File: src/rtl/timer_pkg.sv
// timer_pkg: shared state enum, BCD digit type and clamp helper for countdown_timer
package timer_pkg;
  typedef enum logic [1:0] {IDLE, RUN, PAUSE, DONE} state_t;
  typedef logic [3:0] bcd_t;
  localparam bcd_t BCD_MAX = 4'd9;
  function automatic bcd_t clamp_digit(bcd_t d);
    return (d > BCD_MAX) ? BCD_MAX : d;
  endfunction
endpackage

File: src/rtl/countdown_timer_bcd_down_digit.sv
// bcd_down_digit: combinational single BCD digit decrementer with borrow chain
module bcd_down_digit
  import timer_pkg::*;
(
  input  logic [3:0] i_d,
  input  logic       i_bin,
  output logic [3:0] o_q,
  output logic       o_bout
);
  always_comb begin
    o_q    = i_bin ? ((i_d == 4'd0) ? BCD_MAX : i_d - 4'd1) : i_d;
    o_bout = i_bin && (i_d == 4'd0);
  end
endmodule

File: src/rtl/countdown_timer.sv
// countdown_timer: BCD countdown timer FSM, auto-reload on zero when COUNTDOWN_TIMER_AUTORELOAD_EN is defined
module countdown_timer
  import timer_pkg::*;
#(
  parameter int DIGITS = 4
) (
  input  logic                  clk,
  input  logic                  rst,
  input  logic                  tick,
  input  logic                  load,
  input  logic [4*DIGITS-1:0]   load_value,
  input  logic                  start,
  input  logic                  stop,
  output logic [4*DIGITS-1:0]   value,
  output logic                  running,
  output logic                  done
);
  state_t              r_state;
  logic [4*DIGITS-1:0] r_value;
  logic                r_done;
  logic [4*DIGITS-1:0] w_clamped;
  logic [4*DIGITS-1:0] w_dec;
  logic [DIGITS:0]     w_borrow;
  assign w_borrow[0] = 1'b1;
  for (genvar i = 0; i < DIGITS; i++) begin : g_dig
    assign w_clamped[4*i+:4] = clamp_digit(load_value[4*i+:4]);
    bcd_down_digit u_dig (
      .i_d    (r_value[4*i+:4]),
      .i_bin  (w_borrow[i]),
      .o_q    (w_dec[4*i+:4]),
      .o_bout (w_borrow[i+1])
    );
  end
  always_ff @(posedge clk) begin
    if (rst) begin
      r_state <= IDLE;
      r_value <= '0;
      r_done  <= 1'b0;
    end else begin
      r_done <= 1'b0;
      if (load) begin
        r_value <= w_clamped;
        r_state <= IDLE;
      end else if (stop) begin
        if (r_state == RUN) r_state <= PAUSE;
      end else if (start) begin
        if ((r_state == IDLE || r_state == PAUSE) && r_value != '0) r_state <= RUN;
      end else if (tick && r_state == RUN && !w_borrow[DIGITS]) begin
        r_value <= w_dec;
        if (w_dec == '0) begin
          r_done <= 1'b1;
`ifdef COUNTDOWN_TIMER_AUTORELOAD_EN
          if (w_clamped != '0) r_value <= w_clamped;
          else r_state <= DONE;
`else
          r_state <= DONE;
`endif
        end
      end
    end
  end
  assign value   = r_value;
  assign running = (r_state == RUN);
  assign done    = r_done;
endmodule

File: config.mk
export PLATFORM = sky130hd
export DESIGN_NAME = countdown_timer
export DESIGN_NICKNAME = d
export VERILOG_FILES = /design/src/rtl/timer_pkg.sv /design/src/rtl/countdown_timer_bcd_down_digit.sv /design/src/rtl/countdown_timer.sv
export SDC_FILE = /design/constraint.sdc
export NUM_CORES = 1
export LEC_CHECK = 0
export CAP_MARGIN = 20
export CORE_UTILIZATION = 48
export DETAILED_ROUTE_END_ITERATION = 7
export PLACE_DENSITY = 0.83
export SYNTH_ARGS = -nofsm -noshare
export SYNTH_HDL_FRONTEND = slang
export SYNTH_SLANG_ARGS = --single-unit
File: constraint.sdc
create_clock -name clk -period 4.6 [get_ports clk]
set_input_delay 0.69 -clock clk [delete_from_list [all_inputs] [get_ports clk]]
set_output_delay 0.69 -clock clk [all_outputs]
set_load 0.02 [all_outputs]
# Word level (Yosys, flattened, before mapping)
# Index checks and enable logic that the tools add are counted.
[op_classes] eq_ne=6 add_sub_neg=4 muxes=22 magnitude_cmp=4 n_reduce_logical=22 n_bitwise=1
[op_table] operator="$mux W16" count=4
[op_table] operator="$mux W4" count=11
[op_table] operator="$gt A4 B4 Y1 const B" count=4
[op_table] operator="$logic_not A16 Y1" count=1
[op_table] operator="$logic_not A4 Y1" count=4
[op_table] operator="$reduce_bool A16 Y1" count=1
[op_table] operator="$sub A4 B1 Y4 const B" count=4
[op_table] operator="$mux W2" count=6
[op_table] operator="$logic_and A1 B1 Y1" count=6
[op_table] operator="$reduce_bool A3 Y1" count=2
[op_table] operator="$reduce_or A5 Y1" count=1
[op_table] operator="$ne A2 B2 Y1 const B" count=2
[op_table] operator="$reduce_and A4 Y1" count=1
[op_table] operator="$ne A3 B1 Y1 const B" count=1
[op_table] operator="$reduce_and A3 Y1" count=1
[op_table] operator="$eq A2 B1 Y1 const B" count=1
[op_table] operator="$eq A2 B2 Y1 const B" count=1
[op_table] operator="$logic_not A2 Y1" count=1
[op_table] operator="$ne A2 B1 Y1 const B" count=1
[op_table] operator="$reduce_bool A2 Y1" count=1
[op_table] operator="$reduce_or A2 Y1" count=1
[op_table] operator="$logic_not A1 Y1" count=1
[op_table] operator="$logic_or A1 B1 Y1" count=1
[op_table] operator="$mux W1" count=1
[op_table] operator="$not A1 Y1" count=1
[totals] input_bits=22 out_inout_bits=18 ff_bits=19 elab_cells=62

# Longest topological paths before layout
# Gate-level depths: netlist (run 1).
[logic_depth] depth_word=10 ltp_mapped=5

# By module
# Synthesis (run 1) repeated with hierarchy kept, for this count alone.
[hier_totals] hier_cells=150 hier_area_um2=1301.2
[modules_own_cells] module="countdown_timer" seq_area_each_um2=380.4 cells_per_inst=106 area_per_inst_um2=985.9 n_inst=1
[modules_own_cells] module="bcd_down_digit" seq_area_each_um2=0.0 cells_per_inst=11 area_per_inst_um2=78.8 n_inst=4

# Worst setup path after synthesis (run 1)
# OpenSTA, ideal clock, no wires.
[synth_path] kind="input port to flip-flop" startpoint="in start" endpoint="reg r_value[10] (netlist: value[10])" arrival_time_ns=2.008 path_stages=5 t_required_ns=4.509 slack_ns=2.501 path_buffers=0 path_cell_list="and3b_1 -> nand2_1 -> or3_1 -> or3b_1 -> a311oi_1"
[synth_between] elab_chain_cells=2
[synth_rtl] item="start: declaration" line_no="countdown_timer.sv:12" source="input logic start,"
[synth_rtl] item="$ne A2 B2 Y1 (no line)"
[synth_rtl] item="$reduce_and A3 Y1 (no line)"
[synth_rtl] item="end signal: assignment" line_no="countdown_timer.sv:42" source="r_value <= w_clamped;"
[synth_rtl] item="end signal: assignment" line_no="countdown_timer.sv:49" source="r_value <= w_dec;"
[synth_rtl] item="end: declaration" line_no="countdown_timer.sv:19" source="logic [4*DIGITS-1:0] r_value;"
# No other way between the ends.
# A chain may end at the register's enable or synchronous reset.

# Worst setup path after layout (run 1)
# Same ends and word-level chain as after synthesis.

==> flow_metrics.env, run 1 <==
export IMPL_final_util_pct=70.9
export IMPL_cts_buffers=3
export IMPL_p_total_mw=0.386
export IMPL_vias_per_cell=6.13
export IMPL_synth_top_area_share_pct=32.8
export IMPL_cts_reportedPaths_clkPinSlew_ns=0.11
export IMPL_fp_dieH_microns=51.2
export IMPL_cap_violations=0
export IMPL_switching_share_pct=32.3
export IMPL_layout_min_cycle_time_ns=2.42
export IMPL_holdWs_ns=0.540
export IMPL_post_route_drc_count=0
export IMPL_drtIter0Drc=31
export IMPL_place_inst=210
export IMPL_post_cts_resized=0
export IMPL_coreArea_sq_um=2250
export IMPL_max_freq_mhz=413
export IMPL_p_int_mw=0.261
export IMPL_yosysTopAreaCell="dfxtp_1"
export IMPL_yosys_warnings=0
export IMPL_finalNonFillerCells=214
export IMPL_start_kind="primary input"
export IMPL_grt_setup_unrepaired="false"
export IMPL_p_clk_share_pct=22.7
export IMPL_place_ws_ns=1.88
export IMPL_syn_num_nets=170
export IMPL_route_vias_total=1312
export IMPL_grt_pass1_vias=1192
export IMPL_dp_hpwl_microns=2290
export IMPL_multi_input_area_sq_um=738
export IMPL_synth_flop_cell="dfxtp_1"
export IMPL_post_route_cells_drive_above_1_share_pct=5.91
export IMPL_syn_inst=148
export IMPL_worstSetupPathType="in2reg"
export IMPL_routed_wl_microns=3150
export IMPL_setup_violations=0
export IMPL_slew_viol_final=0
export IMPL_synth_edf_count=0
export IMPL_grt_first_pass_wirelength_microns=5150
export IMPL_numPortBuffers=39
export IMPL_n_fill_cell=207
export IMPL_worst_ep_arrival_time_ns=2.64
export IMPL_dr_pass1_iters=4
export IMPL_initial_utilization_pct=51.4
export IMPL_fin_nets=209
export IMPL_ant_nets=0
export IMPL_status="finished, final reports clean"
export IMPL_cts_tree="yes"
export IMPL_synthesis_area_sq_um=1160
export IMPL_endpoint="value[10]"
export IMPL_fin_crit_sh_pct=52.6
export IMPL_rr_worst_depth=5
export IMPL_rows=17
export IMPL_synth_area_per_cell_sq_um=7.84
export IMPL_leakagePower_nw=0.569
export IMPL_globalplace_congestion=0.845
export IMPL_p_comb_share_pct=28.8
export IMPL_antenna_found_initial=0
export IMPL_clk_latency_ns=0.30
export IMPL_finalInstanceArea_sq_um=1600
export IMPL_clock_sinks=19
export IMPL_synthDistinctLibCells=45
export IMPL_wire_per_inst_microns=14.7
export IMPL_critPathCaptureType="flop"
export IMPL_report_final_hold_viol_count=0
export IMPL_grt_start_max_net_pins=25
export IMPL_grtUsageTotal_pct=26.2
export IMPL_cp_startpoint="start"
export IMPL_synthArstFlopShare_pct=0
export IMPL_vdd_drop_max_mv=0.157
export IMPL_postCtsHoldBufs=0
export IMPL_ys_seq_elements=19
export IMPL_worst_pin_slew_ns=0.759
export IMPL_path_max_fanout=7
export IMPL_setup_slack_ns=2.18
export IMPL_yosysSeqAreaShare_pct=32.8
export IMPL_clock_path_buffers=2
export IMPL_seqPwrFrac_pct=48.5
export IMPL_r2r_slack_ns=2.26
export IMPL_min_path_type="reg2reg"
export IMPL_grt_ovfl_total=0
export IMPL_die_w_microns=51.2
export IMPL_post_cts_setup_buffer_count=0
export IMPL_max_slew_margin_rel_pct=49.3
export IMPL_timing_rr_end="value[1]"
export IMPL_cts_root_buf="clkbuf_4"
export IMPL_yosys_top_cells_area="dfxtp_1, o21ai_0, a21oi_1"
export IMPL_critPathRequiredTime_ns=4.82
export IMPL_dpl_cell_area_sq_um=1570
export IMPL_io_pins=40
export IMPL_fin_tns_setup_ns=0
export IMPL_dieArea_sq_um=2620
export IMPL_p_switching_mw=0.125
export IMPL_syn_to_final_growth_pct=37.8
export IMPL_seq_area_sq_um=380
export IMPL_r2r_start="value[2]"
export IMPL_htreeDepth=1
export IMPL_power_density_nw_per_um2=241
export IMPL_diodes=0
export IMPL_skew_ns=0.00215
## cells in the mapped netlist, drive strengths merged, types with 3 or more instances
cell type and count:
a211oi 4, a21oi 9, a311oi 4, clkbuf 6
dfxtp 19, inv 5, nand2 13, nand2b 3
nand3 4, nand3b 3, nor2 11, nor2b 3
nor3 5, nor4 8, o21ai 15, xnor2 3
## kinds of logic after synthesis
group,share of synthesized area (%)
AOI/OAI and AO/OA,28.5
muxes,1.73
DFF,32.8
buffers and inverters,3.56
xor gates and xnor gates,2.27
and+or+nand+nor,31.2
## power groups by stage
| stage | clock, mW | sequential (mW) | combinational (mW) |
|---|---|---|---|
| 3_3_place_gp | 0 | 0.190 | 0.108 |
| 6_report | 0.0875 | 0.187 | 0.111 |
| 2_1_floorplan | 0 | 0.199 | 0.0513 |
| 4_1_cts | 0.0885 | 0.187 | 0.111 |
| 5_1_grt | 0.0980 | 0.189 | 0.120 |
| 3_5_place_dp | 0 | 0.190 | 0.110 |
## layout make-up
class | count | share of cell area [%]
clock inverter | 1 | 0.313
sequential | 19 | 23.8
multi-input combinational | 118 | 46.2
clock buffer | 3 | 1.41
inverter | 5 | 1.17
tap | 28 | 2.19
timing repair buffer | 40 | 24.9
## layout by cell type, fill, tap and decap left out, drive strengths merged, types with 3 or more instances in the layout
| cell | n |
|---|---|
| nor2b | 3 |
| nand2b | 3 |
| clkdlybuf4s50 | 39 |
| xnor2 | 3 |
| dfxtp | 19 |
| o21ai | 15 |
| nand3 | 4 |
| nor2 | 11 |
| clkbuf | 3 |
| nand2 | 13 |
| inv | 5 |
| nor3 | 5 |
| a311oi | 4 |
| a211oi | 4 |
| nand3b | 3 |
| a21oi | 9 |
| nor4 | 8 |
## registers in the layout, summed over array words and instances (netlist names)
name	count
done	1
value	16
r_state	2
## critical path: stages
cell and delay, ns:
clkdlybuf4s50_1 0.43, and3b_1 0.25, nand2_1 0.17, or3_1 0.45, or3b_1 0.40, a311oi_1 0.25
## per-layer routing
layer	share of wire (%)	global-route usage, %	vias to the layer above	wire, microns
met2	50	43.6	45	1560
met4	1.4	14.4	0	44
li1	-	-	647	-
met5	0	0	-	0
met3	5.3	3.27	5	166
met1	44	32.4	615	1380
## how the worst min path moves through the flow
stage,slack (ns),from,depth (start not counted),end
2_1_floorplan,0.49,r_state[0],2,r_state[0]
3_3_place_gp,0.51,value[10],2,value[10]
3_5_place_dp,0.52,r_state[1],2,r_state[1]
4_1_cts,0.54,r_state[1],2,r_state[1]
5_1_grt,0.58,value[13],2,value[13]
6_report,0.54,r_state[1],2,r_state[1]
Note: power is estimated with default switching activity, not from simulation.
==> run 2: changes to the inputs <==
Settings changed: CORE_UTILIZATION 48 to 40, PLACE_DENSITY 0.83 to 0.74.
Clock period 4.6 ns to 2.1 ns, I/O delays scaled along.
==> flow_metrics.env, run 2 (synthesis gave the netlist of run 1 again) <==
export IMPL_fin_tns_setup_ns=0
export IMPL_seqPwrFrac_pct=45.9
export IMPL_syn_to_final_growth_pct=49.3
export IMPL_grt_pass1_vias=1325
export IMPL_dpl_cell_area_sq_um=1690
export IMPL_finalInstanceArea_sq_um=1730
export IMPL_p_clk_share_pct=22.5
export IMPL_largest_reg_flops=16
export IMPL_post_route_cells_drive_above_1_share_pct=13.9
export IMPL_clk_latency_ns=0.31
export IMPL_grt_setup_unrepaired="false"
export IMPL_fin_crit_sh_pct=90.6
export IMPL_grt_ovfl_total=0
export IMPL_holdWs_ns=0.543
export IMPL_n_fill_cell=249
export IMPL_p_total_mw=0.880
export IMPL_grt_start_max_net_pins=22
export IMPL_route_vias_total=1374
export IMPL_r2r_slack_ns=0.20
export IMPL_clock_path_buffers=2
export IMPL_post_cts_resized=0
export IMPL_use_met3_pct=3.49
export IMPL_routed_wl_microns=3410
export IMPL_setup_violations=0
export IMPL_critPathRequiredTime_ns=2.32
export IMPL_htreeDepth=1
export IMPL_fin_nets=224
export IMPL_fp_dieH_microns=55.9
export IMPL_postCtsHoldBufs=0
export IMPL_leakagePower_nw=0.642
export IMPL_cp_startpoint="value[2]"
export IMPL_p_comb_share_pct=31.6
export IMPL_top_usage_layer="met2"
export IMPL_critPathCaptureType="flop"
export IMPL_worst_pin_slew_ns=0.426
export IMPL_gr_usage_met1_pct=29.7
export IMPL_p_switching_mw=0.285
export IMPL_clock_sinks=19
export IMPL_min_path_type="reg2reg"
export IMPL_numPortBuffers=39
export IMPL_dr_pass1_iters=4
export IMPL_worst_ep_arrival_time_ns=2.13
export IMPL_cts_reportedPaths_clkPinSlew_ns=0.11
export IMPL_post_cts_setup_buffer_count=0
export IMPL_finalNonFillerCells=232
export IMPL_cts_root_buf="clkbuf_4"
export IMPL_final_util_pct=62.8
export IMPL_cap_violations=0
export IMPL_start_kind="flop"
export IMPL_post_route_drc_count=0
export IMPL_switching_share_pct=32.4
export IMPL_ant_nets=0
export IMPL_r2r_start="value[2]"
export IMPL_max_freq_mhz=526
export IMPL_rows=19
export IMPL_place_inst=228
export IMPL_grt_first_pass_wirelength_microns=5820
export IMPL_vias_per_cell=5.92
export IMPL_skew_ns=0.00188
export IMPL_p_int_mw=0.595
export IMPL_globalplace_congestion=0.880
export IMPL_io_pins=40
export IMPL_slew_viol_final=0
export IMPL_endpoint="value[10]"
export IMPL_wire_per_inst_microns=14.7
export IMPL_initial_utilization_pct=42.1
export IMPL_place_ws_ns=-0.128
export IMPL_max_slew_margin_rel_pct=71.6
export IMPL_cts_tree="yes"
export IMPL_layout_common_cells="clkdlybuf4s50_1, dfxtp_1, buf_4"
export IMPL_grtUsageTotal_pct=23.1
export IMPL_worstSetupPathType="reg2reg"
export IMPL_path_max_fanout=5
export IMPL_final_common_cell="clkdlybuf4s50_1"
export IMPL_timing_rr_end="value[10]"
export IMPL_report_final_hold_viol_count=0
export IMPL_setup_slack_ns=0.198
export IMPL_cts_buffers=3
export IMPL_met2_usage_pct=37.9
export IMPL_dieArea_sq_um=3120
export IMPL_vdd_drop_max_mv=0.361
export IMPL_rr_worst_depth=5
export IMPL_dp_hpwl_microns=2610
export IMPL_power_density_nw_per_um2=508
export IMPL_layout_min_cycle_time_ns=1.90
export IMPL_status="finished, final reports clean"
export IMPL_drtIter0Drc=66
export IMPL_antenna_found_initial=0
export IMPL_die_w_microns=55.9
export IMPL_coreArea_sq_um=2760
export IMPL_diodes=0
-- run 2: final cells by class --
type / count / area (sq um) / area share [%]
multi-input cells: 118 / 757 / 43.7
repair buffers: 55 / 510 / 29.5
flip-flops and latches: 19 / 380 / 22.0
well taps: 31 / 38.8 / 2.24
clock buffers: 4 / 26.3 / 1.52
inverters: 5 / 18.8 / 1.08
-- run 2: worst min-delay path by stage --
stage,endpoint,depth (start not counted),from
after floorplan,value[15],2,load_value[15]
after global placement,r_state[0],2,r_state[0]
after detailed placement,r_state[0],2,r_state[0]
after CTS,r_state[0],2,r_state[0]
after global routing,value[10],2,value[10]
final,r_state[0],2,r_state[0]
-- run 2: worst max-delay path: stages (launching register included) --
cell	delay, ns
dfxtp_1	0.36
nor4_4	0.39
nand2_2	0.08
or3_1	0.34
or3b_1	0.38
a311oi_1	0.27
-- run 2: power by group through the flow --
stage	logic [mW]	registers, mW	clock network (mW)
4_1_cts	0.274	0.401	0.197
2_1_floorplan	0.112	0.435	0
3_5_place_dp	0.273	0.410	0
5_1_grt	0.301	0.407	0.217
6_report	0.278	0.404	0.198
3_3_place_gp	0.268	0.408	0
-- run 2: routing by layer --
metal | part of all wire, % | vias up | routed length, microns
li1 | - | 674 | -
met1 | 45 | 639 | 1550
met2 | 47 | 50 | 1600
met3 | 4.7 | 11 | 162
met4 | 2.8 | 0 | 95
met5 | 0 | - | 0
==> run 3: changes to the inputs <==
Settings changed: CORE_MARGIN from default to 5.
==> flow_metrics.env, run 3 (synthesis gave the netlist of run 1 again) <==
export IMPL_fin_nets=227
export IMPL_rr_worst_depth=5
export IMPL_die_w_microns=63.9
export IMPL_grt_pass1_vias=1361
export IMPL_grt_first_pass_wirelength_microns=5930
export IMPL_rows=19
export IMPL_worst_pin_slew_ns=0.360
export IMPL_start_kind="flop"
export IMPL_drtIter0Drc=71
export IMPL_grt_setup_unrepaired="false"
export IMPL_routed_wl_microns=3630
export IMPL_htreeDepth=1
export IMPL_post_route_drc_count=0
export IMPL_cts_reportedPaths_clkPinSlew_ns=0.12
export IMPL_fin_crit_sh_pct=92.8
export IMPL_globalplace_congestion=0.852
export IMPL_layout_common_cells="clkdlybuf4s50_1, dfxtp_1, buf_4"
export IMPL_ant_nets=0
export IMPL_worstSetupPathType="reg2reg"
export IMPL_setup_slack_ns=0.151
export IMPL_post_cts_resized=0
export IMPL_cts_root_buf="clkbuf_4"
export IMPL_critPathRequiredTime_ns=2.33
export IMPL_grt_start_max_net_pins=22
export IMPL_slew_viol_final=0
export IMPL_initial_utilization_pct=42.1
export IMPL_vias_per_cell=5.96
export IMPL_dieArea_sq_um=4080
export IMPL_clock_sinks=19
export IMPL_layout_min_cycle_time_ns=1.95
export IMPL_p_total_mw=0.887
export IMPL_seq_area_sq_um=380
export IMPL_route_vias_total=1401
export IMPL_cpPeakStageDelay_ns=0.40
export IMPL_post_cts_setup_buffer_count=0
export IMPL_finalInstanceArea_sq_um=1750
export IMPL_whs_path_depth=2
export IMPL_vdd_drop_max_mv=0.476
export IMPL_dr_pass1_iters=4
export IMPL_cts_buffers=3
export IMPL_path_max_fanout=5
export IMPL_place_ws_ns=-0.165
export IMPL_status="finished, final reports clean"
export IMPL_dp_hpwl_microns=2840
export IMPL_cap_violations=0
export IMPL_setup_violations=0
export IMPL_largest_reg_flops=16
export IMPL_antenna_found_initial=0
export IMPL_coreArea_sq_um=2760
export IMPL_postCtsHoldBufs=0
export IMPL_place_inst=231
export IMPL_report_final_hold_viol_count=0
export IMPL_dpl_cell_area_sq_um=1710
export IMPL_cts_tree="yes"
export IMPL_clock_path_buffers=2
export IMPL_diodes=0
export IMPL_n_fill_cell=240
export IMPL_power_density_nw_per_um2=507
export IMPL_skew_ns=0.00932
export IMPL_final_util_pct=63.4
export IMPL_io_pins=40
export IMPL_syn_to_final_growth_pct=50.8
export IMPL_numPortBuffers=39
export IMPL_crit_slowest_cell="nor4_4"
export IMPL_min_path_type="reg2reg"
export IMPL_critPathCaptureType="flop"
export IMPL_finalNonFillerCells=235
export IMPL_max_slew_margin_rel_pct=75.8
export IMPL_max_freq_mhz=513
export IMPL_leakagePower_nw=0.660
export IMPL_post_route_cells_drive_above_1_share_pct=15.2
export IMPL_grt_ovfl_total=0
export IMPL_worst_ep_arrival_time_ns=2.18
export IMPL_clk_latency_ns=0.32
export IMPL_multi_input_area_sq_um=751
export IMPL_grtUsageTotal_pct=17.5
export IMPL_path_cells="nor4_4 > nand2_2 > or3_1 > or3b_1 > a311oi_1"
export IMPL_r2r_slack_ns=0.15
export IMPL_wire_per_inst_microns=15.4
export IMPL_fp_dieH_microns=63.9
export IMPL_final_common_cell="clkdlybuf4s50_1"
run 3: area by class of cell:
class                           instances  area share (%)
Inverter                                5            1.07
Sequential cell                        19            21.7
Clock inverter                          1           0.286
Multi-Input combinational cell        118            42.9
Clock buffer                            3            1.29
Tap cell                               31            2.22
Timing Repair Buffer                   58            30.5
run 3: metrics by stage:
step	hold WS (ns)	setup TNS, ns
after detailed placement	0.520	-0.165
after CTS	0.538	0
final	0.539	0
after floorplan	0.451	0
after global routing	0.581	0
after global placement	0.503	-0.0601
run 3: metal layers:
layer  share of wire (%)  track usage, %  up-vias  wire, microns
met2                  49            29.9       55           1790
met1                  41            20.8      664           1490
met4                 1.7            7.79        0             63
li1                    -               -      675              -
met5                   0               0        -              0
met3                 7.8            4.03        7            282
run 3: report_power, final:
| part | internal (mW) | leakage, nW | switching (mW) |
|---|---|---|---|
| logic | 0.144 | 0.486 | 0.140 |
| registers | 0.380 | 0.156 | 0.0211 |
| clock network | 0.0715 | 0.0177 | 0.131 |
| total | 0.596 | 0.660 | 0.292 |
run 3: worst paths after layout:
check / end / from
min: r_state[1] / r_state[1]
min reg2reg: r_state[1] / r_state[1]
max: value[10] / value[2]
max reg2reg: value[10] / value[2]
run 3: worst max-delay path: cells and delay by family (launching register included):
kind,cells,cell delay (ns)
DFF,1,0.36
and+or+nand+nor,4,1.23
AOI/OAI and AO/OA,1,0.27
